### src/rtl/centscale_sched.sv
// Four-channel round-robin scheduler for the shared center/scale datapath.
// Buffers one sample per channel, delays coefficients to the multipliers and tags results with their channel.
module centscale_sched #(
  parameter int          NCH      = 4,
  parameter int          LATENCY  = 18,
  parameter int          CONV_LAT = 5,
  parameter logic [31:0] STD_RST  = 32'h3F800000
) (
  input  logic              clk,
  input  logic              GlobalReset,
  input  logic [NCH*21-1:0] ch_x,
  input  logic [NCH-1:0]    ch_valid,
  input  logic              cfg_we,
  input  logic [1:0]        cfg_ch,
  input  logic              cfg_sel,
  input  logic [31:0]       cfg_data,
  input  logic              ovf_clr,
  output logic [20:0]       dp_x_adc,
  output logic              dp_srdyi,
  output logic [31:0]       dp_mean,
  output logic [31:0]       dp_std,
  input  logic [31:0]       dp_x_centScale,
  input  logic              dp_srdyo,
  output logic [31:0]       y_o,
  output logic [1:0]        y_ch,
  output logic              y_valid,
  output logic [NCH-1:0]    overflow,
  output logic              err_sync
);

  // Channel index is 2 bits wide, so pointer arithmetic wraps mod NCH for free.
  localparam int CW = 2;

  logic [NCH-1:0]               pend_q, pend_d;
  logic [NCH-1:0][20:0]         buf_q, buf_d;
  logic [CW-1:0]                rr_q, rr_d;
  logic [NCH-1:0][31:0]         mean_q, mean_d, std_q, std_d;
  logic [20:0]                  x_adc_q, x_adc_d;
  logic                         srdyi_q, srdyi_d;
  logic [CW-1:0]                iss_ch_q, iss_ch_d;
  logic [CONV_LAT-1:0]          cdl_v_q, cdl_v_d;
  logic [CONV_LAT-1:0][31:0]    cdl_m_q, cdl_m_d, cdl_s_q, cdl_s_d;
  logic [31:0]                  dp_mean_q, dp_mean_d, dp_std_q, dp_std_d;
  logic [LATENCY-1:0]           tag_v_q, tag_v_d;
  logic [LATENCY-1:0][CW-1:0]   tag_c_q, tag_c_d;
  logic [31:0]                  y_o_q, y_o_d;
  logic [CW-1:0]                y_ch_q, y_ch_d;
  logic                         y_valid_q, y_valid_d;
  logic [NCH-1:0]               ovf_q, ovf_d, ovf_set;
  logic                         err_q, err_d;

  logic [NCH-1:0] req;
  logic           found;
  logic [CW-1:0]  win, idx;

  // A strobe arriving this cycle competes immediately, so an idle channel is issued without a buffer stop.
  always_comb begin
    req   = pend_q | ch_valid;
    found = 1'b0;
    win   = '0;
    idx   = '0;
    for (int k = 0; k < NCH; k++) begin
      idx = rr_q + CW'(k);
      if (!found && req[idx]) begin
        found = 1'b1;
        win   = idx;
      end
    end
  end

  always_comb begin
    pend_d  = pend_q;
    buf_d   = buf_q;
    ovf_set = '0;
    if (found) pend_d[win] = 1'b0;
    for (int i = 0; i < NCH; i++) begin
      if (ch_valid[i]) begin
        if (found && win == CW'(i)) begin
          if (pend_q[i]) begin
            buf_d[i]  = ch_x[21*i +: 21];
            pend_d[i] = 1'b1;
          end
        end else if (pend_q[i]) begin
          ovf_set[i] = 1'b1;
        end else begin
          buf_d[i]  = ch_x[21*i +: 21];
          pend_d[i] = 1'b1;
        end
      end
    end
  end

  always_comb begin
    x_adc_d  = x_adc_q;
    rr_d     = rr_q;
    srdyi_d  = found;
    iss_ch_d = win;
    if (found) begin
      x_adc_d = pend_q[win] ? buf_q[win] : ch_x[21*int'(win) +: 21];
      rr_d    = win + CW'(1);
    end
  end

  // Issue reads the registers before this edge's write lands.
  always_comb begin
    mean_d = mean_q;
    std_d  = std_q;
    if (cfg_we) begin
      if (cfg_sel) std_d[cfg_ch]  = cfg_data;
      else         mean_d[cfg_ch] = cfg_data;
    end
  end

  always_comb begin
    cdl_v_d   = {cdl_v_q[CONV_LAT-2:0], found};
    cdl_m_d   = {cdl_m_q[CONV_LAT-2:0], mean_q[win]};
    cdl_s_d   = {cdl_s_q[CONV_LAT-2:0], std_q[win]};
    dp_mean_d = cdl_v_q[CONV_LAT-1] ? cdl_m_q[CONV_LAT-1] : dp_mean_q;
    dp_std_d  = cdl_v_q[CONV_LAT-1] ? cdl_s_q[CONV_LAT-1] : dp_std_q;
  end

  // Tag line starts from the registered issue so its tail lines up with dp_srdyo.
  always_comb begin
    tag_v_d   = {tag_v_q[LATENCY-2:0], srdyi_q};
    tag_c_d   = {tag_c_q[LATENCY-2:0], iss_ch_q};
    y_o_d     = dp_x_centScale;
    y_valid_d = dp_srdyo;
    y_ch_d    = tag_c_q[LATENCY-1];
    ovf_d     = (ovf_clr ? '0 : ovf_q) | ovf_set;
    err_d     = (ovf_clr ? 1'b0 : err_q) | (dp_srdyo != tag_v_q[LATENCY-1]);
  end

  always_ff @(posedge clk) begin
    if (GlobalReset) begin
      pend_q    <= '0;
      buf_q     <= '0;
      rr_q      <= '0;
      mean_q    <= '0;
      std_q     <= {NCH{STD_RST}};
      x_adc_q   <= '0;
      srdyi_q   <= 1'b0;
      iss_ch_q  <= '0;
      cdl_v_q   <= '0;
      cdl_m_q   <= '0;
      cdl_s_q   <= '0;
      dp_mean_q <= '0;
      dp_std_q  <= '0;
      tag_v_q   <= '0;
      tag_c_q   <= '0;
      y_o_q     <= '0;
      y_ch_q    <= '0;
      y_valid_q <= 1'b0;
      ovf_q     <= '0;
      err_q     <= 1'b0;
    end else begin
      pend_q    <= pend_d;
      buf_q     <= buf_d;
      rr_q      <= rr_d;
      mean_q    <= mean_d;
      std_q     <= std_d;
      x_adc_q   <= x_adc_d;
      srdyi_q   <= srdyi_d;
      iss_ch_q  <= iss_ch_d;
      cdl_v_q   <= cdl_v_d;
      cdl_m_q   <= cdl_m_d;
      cdl_s_q   <= cdl_s_d;
      dp_mean_q <= dp_mean_d;
      dp_std_q  <= dp_std_d;
      tag_v_q   <= tag_v_d;
      tag_c_q   <= tag_c_d;
      y_o_q     <= y_o_d;
      y_ch_q    <= y_ch_d;
      y_valid_q <= y_valid_d;
      ovf_q     <= ovf_d;
      err_q     <= err_d;
    end
  end

  assign dp_x_adc = x_adc_q;
  assign dp_srdyi = srdyi_q;
  assign dp_mean  = dp_mean_q;
  assign dp_std   = dp_std_q;
  assign y_o      = y_o_q;
  assign y_ch     = y_ch_q;
  assign y_valid  = y_valid_q;
  assign overflow = ovf_q;
  assign err_sync = err_q;

endmodule

### config.mk
export PLATFORM = sky130hd
export DESIGN_NAME = centscale_sched
export DESIGN_NICKNAME = d
export VERILOG_FILES = /design/src/rtl/centscale_sched.sv
export SDC_FILE = /design/constraint.sdc
export NUM_CORES = 1
export LEC_CHECK = 0
export BUFFER_PORTS_ARGS = -buffer_cell sky130_fd_sc_hd__buf_2
export CORE_MARGIN = 2
export CORE_UTILIZATION = 47
export DETAILED_ROUTE_END_ITERATION = 12
export HOLD_SLACK_MARGIN = 0.02
export PLACE_DENSITY = 0.73
export SYNTH_ARGS = -nofsm -noshare
export SYNTH_HDL_FRONTEND = slang
export SYNTH_SLANG_ARGS = --single-unit
### constraint.sdc
create_clock -name clk -period 6.1 [get_ports clk]
set_input_delay 0.915 -clock clk [delete_from_list [all_inputs] [get_ports clk]]
set_output_delay 0.915 -clock clk [all_outputs]
set_load 0.005 [all_outputs]
[After elaboration in Yosys (flattened, before gate mapping)]
Index checks and enable logic that the tools add are counted.
Storage, ports and cells
  bits in registers: 853
  logic and storage cells: 179
  bits of input ports: 160
  output and inout port bits: 126
Cells by class
  multiply operators: 1
  magnitude comparators: 8
  equality and inequality tests: 12
  reductions and logical operators: 19
  bitwise gates (word level): 6
  $add $sub $neg: 4
  multiplexer cells: 74
  shift-type cells: 1
Operator list (number)
  21-bit 2-to-1 mux: 14
  128-bit bitwise mux: 2
  32-bit binary-select mux with 2-bit select: 2
  32-bit 2-to-1 mux: 3
  84-bit by 8-bit indexed part select with 21-bit output: 1
  32-bit demux with 2-bit select: 1
  21-bit binary-select mux with 2-bit select: 1
  1-bit 2-to-1 mux: 39
  2-bit by 3-bit less-than comparator with 1-bit output, second input constant: 6
  3-bit AND reduction: 4
  1-bit binary-select mux with 2-bit select: 5
  1-bit logical AND: 9
  2-bit 2-to-1 mux: 4
  4-bit 2-to-1 mux: 2
  2-bit by 1-bit != test with 1-bit output, second input constant: 4
  2-bit != test, second input constant: 4
  4-bit bitwise OR: 2
  5-bit by 2-bit multiplier with 7-bit output, first input constant: 1
  2-bit by 1-bit adder with 2-bit output, second input constant: 2
  2-bit adder, second input constant: 2
  4-bit AND: 1
  2-bit equality test, second input constant: 2
  2-bit by 1-bit >= comparator with 1-bit output, second input constant: 2
  4-bit NOT: 1
  other kinds (8): 11

[Longest topological paths before layout]
Gate-level depths: netlist of run 1.
  word-level depth: 23
  depth in mapped cells: 13
  depth with buffers taken out: 8

[Worst setup path after synthesis of run 1]
Ideal clock, no wire load.
  kind: input to register
  from: input ch_valid[2]
  to: register buf_q[0] (netlist bit)
  path slack: 2.504 ns
  data arrival time: 3.525 ns
  stages: 13
  required time: 6.030 ns
  library setup time: 0.070 ns
  buffers on the path: 5
  path through: buf_2 or2_1 a311oi_2 or2_2 buf_2 buf_2 buf_1 nand3_1 ha_1 and2_1 clkbuf_1 nand2_1 a21oi_1
Between the ends
  word-level cells in the longest chain between the ends: 17
  elaborated cells on any way between the ends: 29
  classes of those cells: eq/ne: 2; mux: 17; bitwise: 1; reduce/logical: 9
Ends and longest elaborated chain
  from (decl): RTL line 12  | input logic [NCH-1:0] ch_valid,
  4-bit bitwise OR *: RTL line 58  | req = pend_q | ch_valid;
  1-bit binary-select mux with 2-bit select: RTL line 64  | if (!found && req[idx]) begin
  1-bit 2-to-1 mux (implied by the code): RTL line 64
  1-bit 2-to-1 mux: RTL line 64
  1-bit logical NOT: RTL line 64
  1-bit logical AND: RTL line 64
  1-bit 2-to-1 mux: RTL line 64
  1-bit logical NOT: RTL line 64
  1-bit logical AND: RTL line 64
  1-bit 2-to-1 mux: RTL line 64
  1-bit logical NOT: RTL line 64
  1-bit logical AND: RTL line 64
  2-bit 2-to-1 mux: RTL line 64
  2-bit logical NOT: RTL line 78  | if (found && win == CW'(i)) begin
  1-bit logical AND *: RTL line 78
  2-bit by 1-bit != test with 1-bit output (no source line) / 2-bit != test (equally long branches)
  3-bit AND reduction (no source line)
  to (signal assigned): RTL line 157  | buf_q <= buf_d;
  to (decl): RTL line 35  | logic [NCH-1:0][20:0] buf_q, buf_d;
Mark *: on every way between the ends. The rest lies on a longest branch, timed or not. The select of a mux whose other input is x is not followed.
A chain may end at the register's enable or synchronous reset.

[Worst setup path after layout of run 1]
  from: register rr_q[1]
  to: register cdl_m_q (netlist bit cdl_m_d[61])
Between the ends
  word-level cells in the longest chain between the ends: 14
  elaborated cells on any way between the ends: 26
  classes of those cells: add/sub: 3; mux: 17; reduce/logical: 6
Ends and longest elaborated chain
  from (decl): RTL line 36  | logic [CW-1:0] rr_q, rr_d;
  from (signal assigned): RTL line 158  | rr_q <= rr_d;
  branches (longest 11 deep; another with 2-bit by 1-bit adder with 2-bit output)
  2-bit 2-to-1 mux *: RTL line 64
  32-bit binary-select mux with 2-bit select *: RTL line 116  | cdl_m_d = {cdl_m_q[CONV_LAT-2:0], mean_q[win]};
  32-bit 2-to-1 mux (implied by the code) *: RTL line 116
  to (signal assigned): RTL line 165  | cdl_m_q <= cdl_m_d;
  to (decl): RTL line 42  | logic [CONV_LAT-1:0][31:0] cdl_m_q, cdl_m_d, cdl_s_q, cdl_s_d;
Mark *: on every way between the ends. The select of a mux whose other input is x is not followed.

==> out/metrics.cfg, run 1 <==
[clock_network]
clkLatencyLatePin_ps = 640
numCtsBuffers = 83
clockBufferDepth = 3
post_cts_resized = 0
cts_setup_buffers = 0
clkSlewWorstSetupHoldPaths_ps = 60
htreeDepth = 3
cts_sinks = 848
cts_tree = built
hold_buffers = 0
cts-root-buf = clkbuf_16

[setup_path]
crit_top_cell = buf_4
crit_start = rr_q[1]
required_ps = 6630
r2r-start = rr_q[1]
worst_setup_path_start_kind = flip-flop
path_max_fanout = 88
cp-endpoint = cdl_m_d[61]
ff2ff_path_depth = 9
regToRegEndpoint = cdl_m_d[61]
endpoint_kind = flip-flop
cpPeakStageDelay_ps = 810
crit_chain = nor3b_4 -> nor3_4 -> buf_4 -> nor3_4 -> buf_4 -> buf_4 -> nand2_1 -> and3_1 -> a311oi_1
worstSetupPathType = reg -> reg
cp_slowest_cell = buf_4
arrival_ps = 4820
rrSetupSlack_ps = 1810

[global_route]
grtUsageTotal_pct = 22.5
grt_pass1_vias = 22056
overflow = 0
antenna_found_initial = 11
grt_max_degree = 194
grt_pass1_wl_um = 122000

[power]
p_leak_nw = 13.5
p_per_area_nw_per_um2 = 398
peakVddDrop_mv = 0.254

[route]
vias = 24161
first_pass_iters = 6
drt_iter0_drc = 2659
viasPerCell = 5.42
wl_per_cell_um = 17.6
totalWireLength_um = 78600
antenna_left = 0
drt_drc_violations_left = 0

[yosys]
synth.avg_cell_area_um2 = 8.92
synth.net_count = 3608
synth-seq-cells = 848
async_flop_share_pct = 0
yosys.area.top_type_share_pct = 55.3
synth_common_cells = 949 x nand2_1, 848 x dfxtp_1, 351 x nor2b_1, 317 x a21oi_1, 236 x clkbuf_1
yosys.area.top_type = dfxtp_1
mappedNetlistArea_um2 = 30700
ys_types = 43
yosysSeqAreaShare_pct = 55.3
synth-edff-count = 0
synthTopCellsByArea = dfxtp_1 55%, nand2_1 12%, nor2b_1 7.1%
yosys.cell_count.top_type = nand2_1
synth_flop_cell = dfxtp_1
synth_cells = 3444
yosys_warnings = 0

[timing]
max_slew_margin_pct = 20.4
fmax_ghz = 0.233
tightest_slew_ps = 1190
period_needed_ps = 4290
rsz0062_at_grt = no
fin_crit_sh_pct = 70.4
worst_slack_ps = 1810
skew_ps = 21.2
slew_viol_final = 0
setup_viol = 0
setup-tns-final_ps = 0
hold_viol = 0

[placement]
post_dp_cell_area_um2 = 32400
dp_hpwl_um = 46000
io_buffers = 285
gp_congestion = 0.831
preCtsSetupSlack_ps = 1420

[min_path]
hold_path_class = reg -> reg

[die]
row_count = 93
core_um2 = 64600
initial_core_util_pct = 47.6
io-pin-count = 286
die_w_um = 260
chipHeight_um = 260
die-area_um2 = 67400

[layout]
final_nets = 3692
design_area_um2 = 35400
area_growth_pct = 15.2
layout-drive-gt1-share_pct = 13.7

[run_status]
status = complete, no violations

[job]
drv_cap = 0

[logic make-up (layout without fill, tap and decap cells)]
| group | after synthesis | in the layout | synth area share (%) |
|---|---|---|---|
| AOI/OAI and AO/OA | 629 | 629 | 13.9 |
| and+or+nand+nor | 1549 | 1549 | 23.6 |
| other | 0 | 5 | 0 |
| buffers and inverters | 326 | 478 | 4.24 |
| muxes | 85 | 85 | 2.77 |
| adders and majority gates | 6 | 6 | 0.228 |
| DFF | 848 | 848 | 55.3 |
| xor gates and xnor gates | 1 | 1 | 0.0285 |
[where the power goes]
part / internal (mW) / total, mW / switching (mW) / leakage, nW
Combinational: 0.900 / 2.58 / 1.68 / 5.13
Clock: 3.14 / 5.32 / 2.18 / 1.45
Sequential: 5.97 / 6.18 / 0.204 / 6.89
[worst min-delay path by stage]
| stage | start | to | slack, ps | cells past startpoint |
|---|---|---|---|---|
| floorplan | cdl_m_d[68] | cdl_m_d[100] | 410 | 1 |
| finish | cdl_s_d[129] | cdl_s_q[129] | 420 | 1 |
| global route | cdl_s_d[124] | cdl_s_d[156] | 440 | 1 |
| detailed placement | cdl_m_d[151] | cdl_m_q[151] | 420 | 1 |
| CTS | cdl_s_d[129] | cdl_s_q[129] | 420 | 1 |
| global placement | tag_c_d[2] | tag_c_d[4] | 420 | 1 |
[worst max-delay path, delay by kind of cell (launching register included)]
| family | cells | cell delay [ps] |
|---|---|---|
| buffers and inverters | 3 | 1810 |
| and+or+nand+nor | 5 | 1490 |
| DFF | 1 | 540 |
| AOI/OAI and AO/OA | 1 | 220 |
[per-stage QoR]
step / power, mW / cells / hold WS, ps / util, %
after floorplan: 8.03 / 3444 / 414 / -
after global placement: 8.80 / 4298 / 416 / 50.2
after detailed placement: 8.84 / 4298 / 420 / 50.2
after CTS: 14.1 / 4451 / 419 / 54.8
after global routing: 14.7 / 4454 / 442 / 54.8
final: 14.1 / 4456 / 424 / 54.8
[final cells by class]
| cell class | count | area (um^2) |
|---|---|---|
| clock inverter | 30 | 419 |
| timing repair buffer | 322 | 1760 |
| fill | 5750 | 29200 |
| tap | 855 | 1070 |
| sequential | 848 | 17000 |
| clock buffer | 123 | 2520 |
| multi-input combinational | 2270 | 12600 |
| inverter | 3 | 11.3 |
| antenna | 5 | 12.5 |
[placed cells by master (no fill, tap or decap), drive strengths merged]
cell type  count
diode          5
a22oi          4
mux2i         85
nand4          1
clkinv        21
nand4b         1
clkinvlp       1
and2           4
nor3b          1
a22o          21
a21o           1
bufinv         6
nor3           7
o32ai         86
inv            5
xor2           1
maj3           2
o21ba          1
clkbuf       123
nand3b        28
nor2b        351
or2            5
o21ai          3
nand2b         3
a21oi        317
o31ai         43
a311oi        65
a31oi          1
and4          42
dfxtp        848
or3            1
ha             4
nor2          84
buf          322
and3          65
nand2        949
nand3          7
o21bai         1
o31a          86
[flip-flops by register name, indices dropped and copies added, names as in the netlist, 34 cells and up]
signal and count:
buf_q 84, cdl_m_d 128, cdl_s_d 128, std_q 128
tag_c_d 34, mean_q 128
[layer usage]
metal / share of wire [%] / track usage [%] / wire, um
met3: 7.5 / 3.90 / 5870
met5: 0.043 / 0 / 34
met2: 46 / 35.8 / 36200
met4: 3.5 / 9.66 / 2770
met1: 43 / 30.0 / 33700
No activity file was read; power rests on OpenSTA's default activity.
==> run 2: changes to the inputs <==
- clock period: 6.1 -> 4.36 ns (I/O delays scaled with it)
==> run 2 against run 1 <==
Against the previous run: total power is 39% higher; sequential share of layout area is 0.051 points higher; fmax is 30% higher; via count is 0.86% lower; first-iteration DRC count is 10% lower; setup slack worse by 740 ps; sequential power is 40% higher; register-to-register slack worse by 740 ps; combinational power is 41% higher; critical endpoint is now dp_x_adc[11].
==> out/metrics.cfg, run 2 (same netlist as run 1, synthesis figures left out) <==
[clock_network]
hold_buffers = 0  ; unchanged
cts_tree = built  ; unchanged
clockBufferDepth = 3  ; unchanged
post_cts_resized = 0  ; unchanged
cts_sinks = 848  ; unchanged
clkLatencyLatePin_ps = 630  ; was 640 ps
cts_setup_buffers = 0  ; unchanged
clkSlewWorstSetupHoldPaths_ps = 60  ; about the same
numCtsBuffers = 82  ; was 83
htreeDepth = 3  ; unchanged
cts-root-buf = clkbuf_16  ; unchanged

[die]
die-area_um2 = 67400  ; unchanged
core_um2 = 64600  ; unchanged
row_count = 93  ; unchanged
die_w_um = 260  ; unchanged
initial_core_util_pct = 47.6  ; unchanged
io-pin-count = 286  ; unchanged
chipHeight_um = 260  ; unchanged

[timing]
setup-tns-final_ps = 0  ; unchanged
rsz0062_at_grt = no  ; unchanged
max_slew_margin_pct = 18.6  ; was 20.4%
worst_slack_ps = 1070  ; was 1810 ps
fmax_ghz = 0.304  ; was 0.233 GHz
slew_viol_final = 0  ; unchanged
fin_crit_sh_pct = 75.5  ; was 70.4%
hold_viol = 0  ; unchanged
tightest_slew_ps = 1220  ; was 1190 ps
period_needed_ps = 3290  ; was 4290 ps
setup_viol = 0  ; unchanged
skew_ps = 38.8  ; was 21.2 ps

[layout]
layout_commonest_cell = nand2_1  ; unchanged
design_area_um2 = 35400  ; about the same
mostFrequentLayoutCells = 947 x nand2_1, 847 x dfxtp_1, 351 x nor2b_1  ; was 948 x nand2_1, 847 x dfxtp_1, 351 x nor2b_1
area_growth_pct = 15.1  ; was 15.2%
final_nets = 3696  ; was 3692
layout-drive-gt1-share_pct = 13.5  ; was 13.7%

[route]
wl_per_cell_um = 17.6  ; about the same
drt_drc_violations_left = 0  ; unchanged
antenna_left = 0  ; unchanged
viasPerCell = 5.38  ; was 5.42
first_pass_iters = 7  ; was 6
totalWireLength_um = 78400  ; was 78600 um
drt_iter0_drc = 2383  ; was 2659
vias = 23954  ; was 24161

[setup_path]
endpoint_kind = flip-flop  ; unchanged
path_max_fanout = 43  ; was 88
cpPeakStageDelay_ps = 760  ; was 810 ps
worstSetupPathType = reg -> reg  ; unchanged
crit_chain = o21ba_2 -> a311oi_4 -> buf_4 -> o32ai_1 -> o32ai_4 -> buf_4 -> mux2i_1 -> a22o_1  ; was nor3b_4 -> nor3_4 -> buf_4 -> nor3_4 -> buf_4 -> buf_4 -> nand2_1 -> and3_1 -> a311oi_1
required_ps = 4910  ; was 6630 ps
crit_start = rr_q[0]  ; was rr_q[1]
worst-path-buf-inv = 2  ; was 3
crit_top_cell = buf_4  ; unchanged
r2r-start = rr_q[0]  ; was rr_q[1]
cp_slowest_cell = dfxtp_1  ; was buf_4
worst_setup_path_start_kind = flip-flop  ; unchanged
arrival_ps = 3840  ; was 4820 ps
crit_family = compound AO/OA/AOI/OAI gates  ; was buffers and inverters

[job]
drv_cap = 0  ; unchanged

[global_route]
grt_pass1_vias = 21999  ; was 22056
grt_pass1_wl_um = 122000  ; about the same
grt_max_degree = 143  ; was 194
grtUsageTotal_pct = 22.4  ; was 22.5%
antenna_found_initial = 10  ; was 11
overflow = 0  ; unchanged

[placement]
preCtsSetupSlack_ps = 841  ; was 1420 ps
post_dp_cell_area_um2 = 32500  ; was 32400 um^2
gp_congestion = 0.850  ; was 0.831
io_buffers = 285  ; unchanged
dp_hpwl_um = 45200  ; was 46000 um

[power]
p_leak_nw = 13.4  ; was 13.5 nW
p_per_area_nw_per_um2 = 553  ; was 398 nW/um^2
finalPower_mw = 19.5  ; was 14.1 mW
peakVddDrop_mv = 0.431  ; was 0.254 mV

[run_status]
status = complete, no violations  ; unchanged

[min_path]
worstHoldStart = dp_x_centScale[2]  ; was cdl_s_d[129]
hold_path_class = in -> reg  ; was reg -> reg

run 2: cell types whose count changed in the layout (fill, tap and decap cells not counted):
| cell | before | now |
|---|---|---|
| clkbuf_8 | 29 | 17 |
| clkbuf_1 | 11 | 20 |
| clkinv_2 | 16 | 11 |
| buf_12 | 4 | 8 |
| buf_4 | 33 | 34 |
| bufinv_16 | 6 | 7 |
| clkinv_8 | 2 | 3 |
| diode_2 | 5 | 6 |
| inv_16 | 1 | 0 |
| nand2_1 | 948 | 947 |
| nand2_2 | 1 | 2 |
run 2: worst register-to-register path: stages (launching register included):
cell	delay [ps]
dfxtp_1	760
o21ba_2	270
a311oi_4	340
buf_4	490
o32ai_1	270
o32ai_4	140
buf_4	470
mux2i_1	320
a22o_1	150
run 2: stage by stage:
| step | util, % | hold slack [ps] | std cells |
|---|---|---|---|
| finish | 54.7 | 215 | 4455 |
| global route | 54.7 | 217 | 4452 |
| CTS | 54.7 | 179 | 4449 |
| detailed placement | 50.4 | 420 | 4303 |
| global placement | 50.4 | 415 | 4303 |
| floorplan | - | 414 | 3444 |
run 2: power breakdown:
part	total (mW)	leakage [nW]	switching, mW	internal (mW)
clock network	7.24	1.37	3.00	4.24
logic	3.65	5.17	2.35	1.30
registers	8.64	6.89	0.285	8.35
total	19.5	13.4	5.63	13.9
run 2: cell type report:
class                           instances  area [um^2]
Sequential cell                       848        17000
Inverter                                3         11.3
Clock buffer                          120         2390
Antenna cell                            6         15.0
Tap cell                              855         1070
Clock inverter                         26          420
Timing Repair Buffer                  327         1850
Multi-Input combinational cell       2270        12600
Fill cell                            5794        29200
run 2: path summary, 6_finish.rpt:
check	slack, ps	end	cells past startpoint
setup / recovery	1070	dp_x_adc[11]	8
hold reg to reg	400	tag_c_d[22]	1
hold / removal	220	y_o[2]	2
setup reg to reg	1070	dp_x_adc[11]	8
run 2: metal layers:
layer | vias to the layer above | share of wire, % | routed length [um] | GRT usage (%)
met4 | 4 | 3.5 | 2760 | 9.91
met3 | 180 | 7.2 | 5650 | 4.09
met5 | - | 0.038 | 30 | 0
met2 | 875 | 45 | 35500 | 34.8
li1 | 11727 | - | - | -
met1 | 11168 | 44 | 34500 | 30.5
